File: src/rtl/apb_slave_regfile.sv
// -----------------------------------------------------------------------------
// apb_slave_regfile
// APB completer that holds a DEPTH x DATA_WIDTH register file. It inserts
// WAIT_STATES cycles of pready=0 into every access phase and flags addresses
// at or above DEPTH with pslverr.
//
// Ports
//   PCLK     in   clock, rising edge
//   PRESET   in   asynchronous active-high reset
//   psel     in   completer select
//   penable  in   access-phase indicator
//   pwrite   in   1 = write, 0 = read
//   paddr    in   transfer address (ADDR_WIDTH)
//   pwdata   in   write data (DATA_WIDTH), sampled at the completion edge
//   prdata   out  read data, registered, valid while pready=1 on a read
//   pready   out  transfer-complete strobe, registered
//   pslverr  out  error response, registered, valid while pready=1
//
// state    | meaning
// ---------+------------------------------------------------------------
// S_IDLE   | no transfer; a setup phase latches address/direction
// S_WAIT   | access phase, pready=0, counting down the wait states
// S_ACCESS | access phase, pready=1, completes on psel & penable
// -----------------------------------------------------------------------------
module apb_slave_regfile #(
   parameter int ADDR_WIDTH  = 8,
   parameter int DATA_WIDTH  = 8,
   parameter int DEPTH       = 16,
   parameter int WAIT_STATES = 0
) (
   input  logic                  PCLK,
   input  logic                  PRESET,
   input  logic                  psel,
   input  logic                  penable,
   input  logic                  pwrite,
   input  logic [ADDR_WIDTH-1:0] paddr,
   input  logic [DATA_WIDTH-1:0] pwdata,
   output logic [DATA_WIDTH-1:0] prdata,
   output logic                  pready,
   output logic                  pslverr
);

   localparam int         IDX_W   = (DEPTH > 1) ? $clog2(DEPTH) : 1;
   localparam logic [3:0] WS_LOAD = (WAIT_STATES > 0) ? 4'(WAIT_STATES - 1) : 4'd0;

   typedef enum logic [2:0] {
      S_IDLE   = 3'b001,
      S_WAIT   = 3'b010,
      S_ACCESS = 3'b100
   } state_t;

   state_t                state_q;
   logic [3:0]            cnt_q;
   logic [ADDR_WIDTH-1:0] addr_q;
   logic                  dir_q;
   logic                  err_q;
   logic                  pready_q;
   logic                  pslverr_q;
   logic [DATA_WIDTH-1:0] prdata_q;
   logic [DATA_WIDTH-1:0] mem_q [DEPTH];

   // Decode of the live bus address (setup edge) and of the latched one
   // (end of wait states). Out-of-range reads return zero, so the array
   // index is only meaningful when the error flag is clear.
   logic                  err_d;
   logic [DATA_WIDTH-1:0] rd_setup_d;
   logic [DATA_WIDTH-1:0] rd_wait_d;

   assign err_d      = (32'(paddr) >= DEPTH);
   assign rd_setup_d = err_d ? '0 : mem_q[paddr[IDX_W-1:0]];
   assign rd_wait_d  = err_q ? '0 : mem_q[addr_q[IDX_W-1:0]];

   always_ff @(posedge PCLK or posedge PRESET) begin
      if (PRESET) begin
         state_q   <= S_IDLE;
         cnt_q     <= '0;
         addr_q    <= '0;
         dir_q     <= 1'b0;
         err_q     <= 1'b0;
         pready_q  <= 1'b0;
         pslverr_q <= 1'b0;
         prdata_q  <= '0;
         for (int i = 0; i < DEPTH; i++) mem_q[i] <= '0;
      end else begin
         case (state_q)
            S_IDLE: begin
               pready_q  <= 1'b0;
               pslverr_q <= 1'b0;
               if (psel && !penable) begin
                  addr_q <= paddr;
                  dir_q  <= pwrite;
                  err_q  <= err_d;
                  if (WAIT_STATES == 0) begin
                     state_q   <= S_ACCESS;
                     pready_q  <= 1'b1;
                     pslverr_q <= err_d;
                     if (!pwrite) prdata_q <= rd_setup_d;
                  end else begin
                     state_q <= S_WAIT;
                     cnt_q   <= WS_LOAD;
                  end
               end
            end
            S_WAIT: begin
               if (!psel) begin
                  state_q   <= S_IDLE;
                  pready_q  <= 1'b0;
                  pslverr_q <= 1'b0;
               end else if (penable) begin
                  // The counter holds while penable is low with psel high.
                  if (cnt_q == 4'd0) begin
                     state_q   <= S_ACCESS;
                     pready_q  <= 1'b1;
                     pslverr_q <= err_q;
                     if (!dir_q) prdata_q <= rd_wait_d;
                  end else begin
                     cnt_q <= cnt_q - 4'd1;
                  end
               end
            end
            S_ACCESS: begin
               if (!psel) begin
                  state_q   <= S_IDLE;
                  pready_q  <= 1'b0;
                  pslverr_q <= 1'b0;
               end else if (penable) begin
                  if (dir_q && !err_q) mem_q[addr_q[IDX_W-1:0]] <= pwdata;
                  state_q   <= S_IDLE;
                  pready_q  <= 1'b0;
                  pslverr_q <= 1'b0;
               end
            end
            default: begin
               state_q   <= S_IDLE;
               pready_q  <= 1'b0;
               pslverr_q <= 1'b0;
            end
         endcase
      end
   end

   assign prdata  = prdata_q;
   assign pready  = pready_q;
   assign pslverr = pslverr_q;

endmodule

File: config.mk
export PLATFORM = sky130hd
export DESIGN_NAME = apb_slave_regfile
export DESIGN_NICKNAME = d
export VERILOG_FILES = /design/src/rtl/apb_slave_regfile.sv
export SDC_FILE = /design/constraint.sdc
export NUM_CORES = 1
export LEC_CHECK = 0
export CAP_MARGIN = 20
export CORE_MARGIN = 2
export CORE_UTILIZATION = 45
export DETAILED_ROUTE_END_ITERATION = 8
export RECOVER_POWER = 100
export SYNTH_ARGS = -nofsm -noshare
export SYNTH_HDL_FRONTEND = slang
export SYNTH_SLANG_ARGS = --single-unit
export TNS_END_PERCENT = 100
File: constraint.sdc
create_clock -name PCLK -period 15 [get_ports PCLK]
set_clock_uncertainty 0.15 [all_clocks]
set_input_delay 2.25 -clock PCLK [delete_from_list [all_inputs] [get_ports PCLK]]
set_output_delay 2.25 -clock PCLK [all_outputs]
set_load 0.02 [all_outputs]
==> implementation parameters, run 1 <==
Parameter                              Value

Logic synthesis
  Synth Flop Type    sky130_fd_sc_hd__dfrtp_1
  Main area contributors after synthesis    sky130_fd_sc_hd__dfrtp_1, sky130_fd_sc_hd__mux2_2, sky130_fd_sc_hd__mux4_2
  Top cell type by total area after synthesis    sky130_fd_sc_hd__dfrtp_1
  Top cells by count, synth    sky130_fd_sc_hd__dfrtp_1, sky130_fd_sc_hd__mux2_2, sky130_fd_sc_hd__mux4_2
  Most repeated cell in the gate-level netlist after synthesis    sky130_fd_sc_hd__dfrtp_1
  Mean post-synth cell area    15.9 um2
  Number of warnings printed during yosys synthesis    0
  Seq cells post-synth    146
  Area share of the largest cell type after synthesis    between 50% and 60%
  Number of nets produced by synthesis    between 400 and 500
  Number of distinct library cells after synthesis    31
  Synthesized instance count    421
  Number of synthesized flops with an enable pin    0
  Post-synthesis sequential area ratio    54.5%
  Async S/R FF share, synth    100%
  Cell Area, Synth    ~6700 um2

Outcome
  Violations in the final reports    capacitance limit, slew limit
  Result of the run    finished, violations left

Worst setup path
  Max FO, Critical Path    88
  Worst path arrival time    between 7 and 8 ns
  Capturing element type of the critical path    async pin
  Required arrival time at the worst endpoint    14.68 ns
  Critical path launch point type    primary input
  Critical path type    in -> async

Timing
  Final hold viol count    0
  F_max    129 MHz
  Final count of negative-setup-slack endpoints    0
  Tightest Pin Transition    3.97 ns
  Worst slew margin    -166%
  RSZ-0062 raised after global routing    false
  Max-slew violation count    approximately 190
  Final critical-path share of the clock period    between 50% and 60%
  Post-layout min period    between 7 and 8 ns
  Final sum of negative setup slack    0 ns

Clock network
  Total clock buffers created by CTS    17
  Number of buffers on the longest clock path    2
  Source-to-sink clock delay at the later pin of the worst-skew pair    0.43 ns
  Number of sinks driven by the clock tree    146
  Clk Tree Root Cell    sky130_fd_sc_hd__clkbuf_16
  Number of gates resized after cts    0
  Clock Pin Slew Worst Setup and Hold Paths    0.06 ns
  TritonCTS clock tree    yes
  Number of buffers inserted by hold repair at cts    0
  Buffers inserted during post-CTS setup optimization    0
  H-tree levels    4

Global routing
  Global route overflow    0
  Wire length of the first global-routing pass    23,900 um
  Via count of the first global-routing pass    roughly 4.0k
  Gr usage total    between 20 and 25%
  Antenna violations before repair    0
  Pin count of the biggest net entering global routing    89

Floorplan
  Top Ports    31
  Core Box Area    between 10,000 and 15,000 um2
  Die Ht    126 um
  Starting density of the core    46.2%
  Std-Cell Rows    44
  Area of the die    15,900 um2
  Die extent in x    126 um

Placement
  Final HPWL from detailed placement    8860 um
  Placer congestion estimate    approximately 0.75
  Number of input and output port buffers inserted    30

Min path
  Min-delay worst type    reg -> reg

Detailed routing
  DRC violation count after routing    0
  Post-detailed-route wirelength per cell    between 20 and 25 um
  First drt pass iteration count    4
  Post-Route WL    15,100 um
  Number of vias in the routed layout    3,645
  Post-detailed-route via-to-cell ratio    5.65
  DRC marker count from the first detailed-route iteration    224
  Antenna Violating Nets Remaining    0

Power and ir drop
  Lkg Pwr    3.57 nW
  Peak supply drop    0.0830 mV
  Power Total    roughly 860 uW
  Pwr/cell area    114 nW/um2

Final layout
  Area overhead of the layout relative to synthesis    12.7%
  Utilization after layout    52.0%
  Layout fillers    1,238
  Share of cells above drive strength 1    45.3%
  Antenna Diode Count    0
  Number of nets at the end of the flow    469

Run
  # Max-Cap Violations    7
## per-layer routing
| layer | GRT usage [%] | vias to the layer above | part of all wire (%) |
|---|---|---|---|
| li1 | - | 1616 | - |
| met1 | 28.7 | 1944 | 47 |
| met2 | 31.2 | 66 | 48 |
| met3 | 4.25 | 19 | 3.0 |
| met4 | 8.08 | 0 | 2.3 |
| met5 | 0 | - | 0 |
## cell type report
| type | instances | area, um2 | share of cell area [%] |
|---|---|---|---|
| timing repair buffer | 34 | 322 | 4.25 |
| clock buffer | 21 | 470 | 6.22 |
| inverter | 2 | 8.76 | 0.116 |
| multi-input combinational | 247 | 2760 | 36.6 |
| sequential | 146 | 3650 | 48.4 |
| tap | 184 | 230 | 3.05 |
| clock inverter | 11 | 110 | 1.46 |
## critical path, stage by stage
cell	delay, ns
sky130_fd_sc_hd__dlygate4sd3_1	0.54
sky130_fd_sc_hd__clkinvlp_2	2.22
sky130_fd_sc_hd__clkbuf_1	2.38
## layout by cell type, fill, tap and decap left out, types with 8 or more instances in the layout
cell                              count
sky130_fd_sc_hd__mux2i_1             16
sky130_fd_sc_hd__dlygate4sd3_1       13
sky130_fd_sc_hd__clkbuf_16           17
sky130_fd_sc_hd__mux2_2             139
sky130_fd_sc_hd__o21ai_0              8
sky130_fd_sc_hd__nand2_1             11
sky130_fd_sc_hd__dfrtp_1            145
sky130_fd_sc_hd__nor2_1              15
sky130_fd_sc_hd__clkdlybuf4s50_1     16
sky130_fd_sc_hd__mux4_2              32
## path summary, 6_finish.rpt
| kind | startpoint | to | slack [ns] | cells after the start |
|---|---|---|---|---|
| setup / recovery | PRESET | mem_q[63]$_DFFE_PP0P_ | 7.24 | 3 |
| min in group asynchronous | PRESET | mem_q[87]$_DFFE_PP0P_ | 3.32 | 2 |
| setup reg to reg | state_q[2]$_DFFE_PP0P_ | mem_q[12]$_DFFE_PP0P_ | 11.57 | 4 |
| max in group PCLK | penable | mem_q[12]$_DFFE_PP0P_ | 9.77 | 5 |
| hold / removal | prdata[5]$_DFFE_PP0P_ | prdata[5]$_DFFE_PP0P_ | 0.33 | 2 |
| hold reg to reg | prdata[5]$_DFFE_PP0P_ | prdata[5]$_DFFE_PP0P_ | 0.33 | 2 |
## where the power goes
part	leakage (nW)	internal, mW	switching, mW
registers	2.02	0.399	0.00516
clock network	0.288	0.256	0.164
logic	1.26	0.0155	0.0263
total	3.57	0.670	0.195
## logic make-up (layout without fill, tap and decap cells)
group / Yosys count / count (layout) / synth area share (%)
AO/OA/AOI/OAI: 11 / 11 / 0.858
buffers and inverters: 28 / 68 / 2.13
flip-flops: 146 / 146 / 54.5
multiplexers: 189 / 189 / 36.8
AND/OR/NAND/NOR: 47 / 47 / 5.74
## sequential cells by signal (all words and copies together), names as in the netlist
| signal | count |
|---|---|
| prdata | 8 |
| pready | 1 |
| state_q | 2 |
| dir_q | 1 |
| mem_q | 128 |
| err_q | 1 |
| addr_q | 4 |
| pslverr | 1 |
## per-stage QoR
stage / area [um2] / instances / hold slack, ns / setup WS, ns
floorplan: 6710 / 421 / 0.303 / 8.68
global placement: 7130 / 613 / 0.317 / 10.32
detailed placement: 7130 / 613 / 0.322 / 10.25
CTS: 7710 / 645 / 0.337 / 10.70
global route: 7560 / 645 / 0.357 / 5.95
finish: 7560 / 645 / 0.328 / 7.24
Note: power is estimated with default switching activity, not from simulation.
==> inputs of run 2 (changes only) <==
==> constraint.sdc (replaced) <==
create_clock -name PCLK -period 7.4 [get_ports PCLK]
set_clock_uncertainty 0.15 [all_clocks]
set_input_delay 1.11 -clock PCLK [delete_from_list [all_inputs] [get_ports PCLK]]
set_output_delay 1.11 -clock PCLK [all_outputs]
set_load 0.02 [all_outputs]
==> run 2 against run 1 <==
Compared with the run above: the run still ends with capacitance limit, slew limit left; combinational power up 100%; die area unchanged; critical path depth unchanged; register-to-register slack worse by 7.6 ns; global-route usage down 0.11 points; clock power up 96%; via count up 0.74%; critical endpoint is now mem_q[111]$_DFFE_PP0P_; largest cell class unchanged; highest routed layer unchanged.
==> implementation parameters, run 2 (synthesis results as in run 1) <==
Parameter                              Value

Clock network
  Number of gates resized after cts    0
  Number of buffers on the longest clock path    2
  Clock Pin Slew Worst Setup and Hold Paths    around 0.060 ns
  Buffers inserted during post-CTS setup optimization    0
  Source-to-sink clock delay at the later pin of the worst-skew pair    0.42 ns
  Total clock buffers created by CTS    17
  H-tree levels    4
  Clk Tree Root Cell    sky130_fd_sc_hd__clkbuf_16
  Number of buffers inserted by hold repair at cts    0
  Number of sinks driven by the clock tree    roughly 150
  TritonCTS clock tree    yes

Timing
  Worst slew margin    -166%
  Final count of negative-setup-slack endpoints    0
  RSZ-0062 raised after global routing    false
  Tightest Pin Transition    3.97 ns
  Max-slew violation count    125
  F_max    ~220 MHz
  Final sum of negative setup slack    0 ns
  Final critical-path share of the clock period    60.8%
  Post-layout min period    4.50 ns
  Final hold viol count    0

Min path
  Min-Delay Startpoint    prdata[1]$_DFFE_PP0P_
  Min-delay worst type    reg -> reg
  Hold worst-path end    prdata[1]$_DFFE_PP0P_
  Hold Path Stages    2

Placement
  Number of input and output port buffers inserted    30
  Total instance count after detailed placement    613
  Placer congestion estimate    roughly 0.76
  Final HPWL from detailed placement    8860 um

Worst setup path
  Capturing element type of the critical path    async pin
  Logic depth of the worst register-to-register path    4
  Worst path arrival time    between 4 and 5 ns
  Required arrival time at the worst endpoint    7.72 ns
  Critical path type    in -> async
  R2r setup slk    around 4 ns
  Worst R2R End    mem_q[15]$_DFFE_PP0P_
  Critical path launch point type    primary input
  R2R Path Start    state_q[2]$_DFFE_PP0P_
  Max FO, Critical Path    88

Final layout
  Share of cells above drive strength 1    between 40 and 50%
  Commonest non-fill, non-tap cell in the layout    sky130_fd_sc_hd__dfrtp_1
  Non-filler cells in the finished layout    645
  Antenna Diode Count    0
  Number of nets at the end of the flow    469
  Largest Register    mem_q
  Area overhead of the layout relative to synthesis    12.5%
  Most frequent cells in the layout    sky130_fd_sc_hd__dfrtp_1, sky130_fd_sc_hd__mux2_2, sky130_fd_sc_hd__mux4_2
  Layout fillers    1,239
  Number of flip-flops under the largest register name    128
  Utilization after layout    roughly 52%

Outcome
  Violations in the final reports    capacitance limit, slew limit
  Result of the run    finished, violations left

Detailed routing
  Number of vias in the routed layout    ~3.7k
  Antenna Violating Nets Remaining    0
  Post-Route WL    14,800 um
  DRC marker count from the first detailed-route iteration    162
  Post-detailed-route via-to-cell ratio    5.69
  DRC violation count after routing    0
  Post-detailed-route wirelength per cell    22.9 um
  First drt pass iteration count    4

Global routing
  Grt met1 use    28.0%
  Pin count of the biggest net entering global routing    89
  Layer with the highest usage    met2
  Gr usage total    20.3%
  Met3 track demand over resource in global routing    4.93%
  Wire length of the first global-routing pass    roughly 24,000 um
  Antenna violations before repair    0
  Global route overflow    0
  Via count of the first global-routing pass    3,979
  Met2 capacity usage during global routing    31.6%

Power and ir drop
  Pwr/cell area    229 nW/um2
  Power share of the clock group    47.6%
  Int Power    1.33 mW
  Switching power total    around 400 uW
  Sequential share of power    47.5%
  Switching share of power    22.7%
  Peak supply drop    0.164 mV
  Lkg Pwr    between 3 and 4 nW
  Part of the total power dissipated in combinational logic    4.9%

Floorplan
  Top Ports    31
  Core Box Area    between 10,000 and 15,000 um2
  Die extent in x    between 100 and 150 um
  Std-Cell Rows    44
  Area of the die    roughly 16,000 um2
  Die Ht    126 um
  Starting density of the core    46.2%

Run
  # Max-Cap Violations    5
-- run 2: cell type report --
| class | instances | area (um2) | area share (%) |
|---|---|---|---|
| timing repair buffer | 34 | 325 | 4.31 |
| tap | 184 | 230 | 3.05 |
| multi-input combinational | 247 | 2760 | 36.6 |
| sequential | 146 | 3650 | 48.4 |
| clock buffer | 22 | 484 | 6.41 |
| clock inverter | 10 | 82.6 | 1.09 |
| inverter | 2 | 8.76 | 0.116 |
-- run 2: per-stage QoR --
stage               hold slack (ns)  total power [mW]  instance area (um2)  worst slack, ns
floorplan                     0.303             0.905                 6710             2.22
global placement              0.317             0.932                 7130             3.86
detailed placement            0.326             0.934                 7130             3.82
CTS                           0.339              1.76                 7700             4.25
global route                  0.345              1.79                 7550             2.17
finish                        0.326              1.72                 7550             2.90
-- run 2: how the worst max path moves through the flow --
stage                      start                      to  slack, ns  cells after the start
after CTS                   psel  mem_q[111]$_DFFE_PP0P_       4.25                      5
after detailed placement    psel  mem_q[111]$_DFFE_PP0P_       3.82                      5
after floorplan           PRESET   addr_q[0]$_DFFE_PP0P_       2.22                      1
final                     PRESET  mem_q[111]$_DFFE_PP0P_       2.90                      3
after global routing      PRESET   mem_q[79]$_DFFE_PP0P_       2.17                      3
after global placement      psel  mem_q[107]$_DFFE_PP0P_       3.86                      5
-- run 2: power by group through the flow --
| stage | Clock (mW) | Sequential (mW) | Combinational [mW] |
|---|---|---|---|
| 2_1_floorplan | 0 | 0.829 | 0.0761 |
| 3_3_place_gp | 0 | 0.838 | 0.0940 |
| 6_report | 0.821 | 0.819 | 0.0847 |
| 5_1_grt | 0.874 | 0.819 | 0.0940 |
| 3_5_place_dp | 0 | 0.838 | 0.0956 |
| 4_1_cts | 0.840 | 0.824 | 0.0957 |
-- run 2: worst max-delay path, cell delays in order --
cell and delay, ns:
sky130_fd_sc_hd__dlygate4sd3_1 0.55, sky130_fd_sc_hd__clkinvlp_2 2.22, sky130_fd_sc_hd__buf_4 0.89
-- run 2: metal layers --
layer / vias to the layer above / routed length [um] / share of wire [%]
met1: 1969 / 7070 / 48
met3: 25 / 439 / 3.0
met4: 0 / 327 / 2.2
met5: - / 0 / 0
met2: 63 / 6960 / 47
li1: 1615 / - / -
==> inputs of run 3 (changes only) <==
==> constraint.sdc (replaced) <==
create_clock -name PCLK -period 4.6 [get_ports PCLK]
set_clock_uncertainty 0.15 [all_clocks]
set_input_delay 0.69 -clock PCLK [delete_from_list [all_inputs] [get_ports PCLK]]
set_output_delay 0.69 -clock PCLK [all_outputs]
set_load 0.02 [all_outputs]
==> run 3 against run 2 <==
Compared with the run above: worst hold slack better by 0.021 ns; critical endpoint is now mem_q[124]$_DFFE_PP0P_; clock power up 66%; largest power group unchanged; the flow still finishes with violations (capacitance limit, slew limit); via count down 1.2%.
==> implementation parameters, run 3 (synthesis results as in run 1) <==
Parameter                              Value

Outcome
  Result of the run    finished, violations left
  Violations in the final reports    capacitance limit, slew limit

Global routing
  Gr usage total    a little under 20%
  Via count of the first global-routing pass    about 3.9k
  Pin count of the biggest net entering global routing    147
  Wire length of the first global-routing pass    between 20,000 and 25,000 um
  Global route overflow    0
  Antenna violations before repair    0

Final layout
  Commonest non-fill, non-tap cell in the layout    sky130_fd_sc_hd__dfrtp_1
  Non-filler cells in the finished layout    645
  Final non-filler cell area    7580 um2
  Antenna Diode Count    0
  Number of flip-flops under the largest register name    128
  Utilization after layout    52.2%
  Number of nets at the end of the flow    469
  Area overhead of the layout relative to synthesis    13.0%
  Layout fillers    1,257
  Largest Register    mem_q
  Most frequent cells in the layout    sky130_fd_sc_hd__dfrtp_1, sky130_fd_sc_hd__mux2_2, sky130_fd_sc_hd__mux4_2
  Share of cells above drive strength 1    45.3%

Detailed routing
  Post-detailed-route via-to-cell ratio    5.63
  First drt pass iteration count    4
  Antenna Violating Nets Remaining    0
  Number of vias in the routed layout    3,629
  DRC violation count after routing    0
  Post-detailed-route wirelength per cell    21.9 um
  Post-Route WL    around 14,000 um
  DRC marker count from the first detailed-route iteration    ~230

Timing
  Tightest Pin Transition    between 1.5 and 2 ns
  Final sum of negative setup slack    0 ns
  Post-layout min period    about 3.4 ns
  Max-slew violation count    184
  RSZ-0062 raised after global routing    false
  Final count of negative-setup-slack endpoints    0
  F_max    297 MHz
  Worst slew margin    -31.4%
  Final critical-path share of the clock period    roughly 73%
  Final hold viol count    0

Worst setup path
  Buf+Inv Stages, Crit Path    1
  Critical path type    in -> reg
  Worst R2R End    mem_q[124]$_DFFE_PP0P_
  Critical path launch point type    primary input
  Crit-path cells    dlygate4sd3_1, and4b_1, nand3_1, nor3_1, mux2_2
  Max FO, Critical Path    8
  R2r setup slk    1.48 ns
  Capturing element type of the critical path    flip-flop
  Required arrival time at the worst endpoint    ~4.8 ns
  Critical path's largest stage delay    between 1 and 1.5 ns
  Critical path's top delay family    simple AND/OR/NAND/NOR gates
  R2R Path Start    state_q[2]$_DFFE_PP0P_
  Worst path arrival time    3.52 ns
  Logic depth of the worst register-to-register path    4
  Master of the slowest instance on the critical path    sky130_fd_sc_hd__nor3_1

Floorplan
  Die extent in x    between 100 and 150 um
  Die Ht    126 um
  Area of the die    15,900 um2
  Top Ports    31
  Starting density of the core    46.2%
  Std-Cell Rows    44
  Core Box Area    14,500 um2

Placement
  Placer congestion estimate    0.764
  Final HPWL from detailed placement    9110 um
  Total instance count after detailed placement    613
  Placement Cell Area    just over 7000 um2
  Number of input and output port buffers inserted    30

Clock network
  Buffers inserted during post-CTS setup optimization    0
  Number of gates resized after cts    0
  Total clock buffers created by CTS    17
  Source-to-sink clock delay at the later pin of the worst-skew pair    0.42 ns
  Clock Pin Slew Worst Setup and Hold Paths    0.06 ns
  Number of buffers inserted by hold repair at cts    0
  Clk Tree Root Cell    sky130_fd_sc_hd__clkbuf_16
  Number of buffers on the longest clock path    2
  Number of sinks driven by the clock tree    roughly 150
  H-tree levels    4
  TritonCTS clock tree    yes

Min path
  Min-delay worst type    reg -> reg
  Hold worst-path end    mem_q[110]$_DFFE_PP0P_
  Hold Path Stages    1
  Min-Delay Startpoint    mem_q[110]$_DFFE_PP0P_

Power and ir drop
  Pwr/cell area    between 300 and 400 nW/um2
  Peak supply drop    0.251 mV
  Lkg Pwr    3.58 nW

Run
  # Max-Cap Violations    7
-- run 3: cell count changes in the layout (fill, tap and decap cells not counted), sizes merged --
| cell | previous run | this run |
|---|---|---|
| dlygate4sd3 | 13 | 14 |
| buf | 5 | 4 |
| clkbuf | 22 | 31 |
| clkdlybuf4s50 | 16 | 14 |
| clkinvlp | 4 | 1 |
| clkinv | 6 | 2 |
-- run 3: worst register-to-register path, stage by stage, from the launching register on --
cell	delay, ns
sky130_fd_sc_hd__dfrtp_1	0.38
sky130_fd_sc_hd__nor2b_1	0.43
sky130_fd_sc_hd__nand3_1	0.24
sky130_fd_sc_hd__nor3_1	1.36
sky130_fd_sc_hd__mux2_2	0.45
-- run 3: final cells by class --
class,count,area (um2),share of cell area (%)
clock buffers,29,551,7.26
inverters,2,11.3,0.149
multi-input cells,247,2780,36.6
repair buffers,34,317,4.18
clock inverters,3,40.0,0.528
well taps,184,230,3.04
flip-flops and latches,146,3650,48.2
-- run 3: routing by layer --
metal | wire length, um | up-vias | track usage [%] | share of wire, %
met5 | 0 | - | 0 | 0
li1 | - | 1611 | - | -
met2 | 7170 | 60 | 31.9 | 51
met1 | 6320 | 1938 | 25.8 | 45
met3 | 433 | 20 | 3.99 | 3.1
met4 | 229 | 0 | 6.40 | 1.6
-- run 3: worst max path at each step --
stage / from / to / slack (ns) / cells after the start
finish: penable / mem_q[124]$_DFFE_PP0P_ / 1.24 / 5
global route: penable / mem_q[126]$_DFFE_PP0P_ / 1.16 / 5
CTS: state_q[2]$_DFFE_PP0P_ / mem_q[25]$_DFFE_PP0P_ / 1.88 / 4
detailed placement: psel / mem_q[25]$_DFFE_PP0P_ / 1.51 / 5
global placement: psel / mem_q[28]$_DFFE_PP0P_ / 1.54 / 5
floorplan: PRESET / addr_q[0]$_DFFE_PP0P_ / 1.93 / 1
-- run 3: stage by stage --
step	power, mW	worst slack (ns)	hold WS, ns
after CTS	2.87	1.88	0.352
after global placement	1.50	1.54	0.320
after global routing	2.92	1.16	0.363
after detailed placement	1.50	1.51	0.339
final	2.81	1.24	0.347
after floorplan	1.46	1.93	0.303
-- run 3: power breakdown --
part	leakage (nW)	internal (mW)	switching [mW]
Sequential	2.02	1.30	0.0180
Clock	0.294	0.859	0.500
Combinational	1.27	0.0506	0.0858
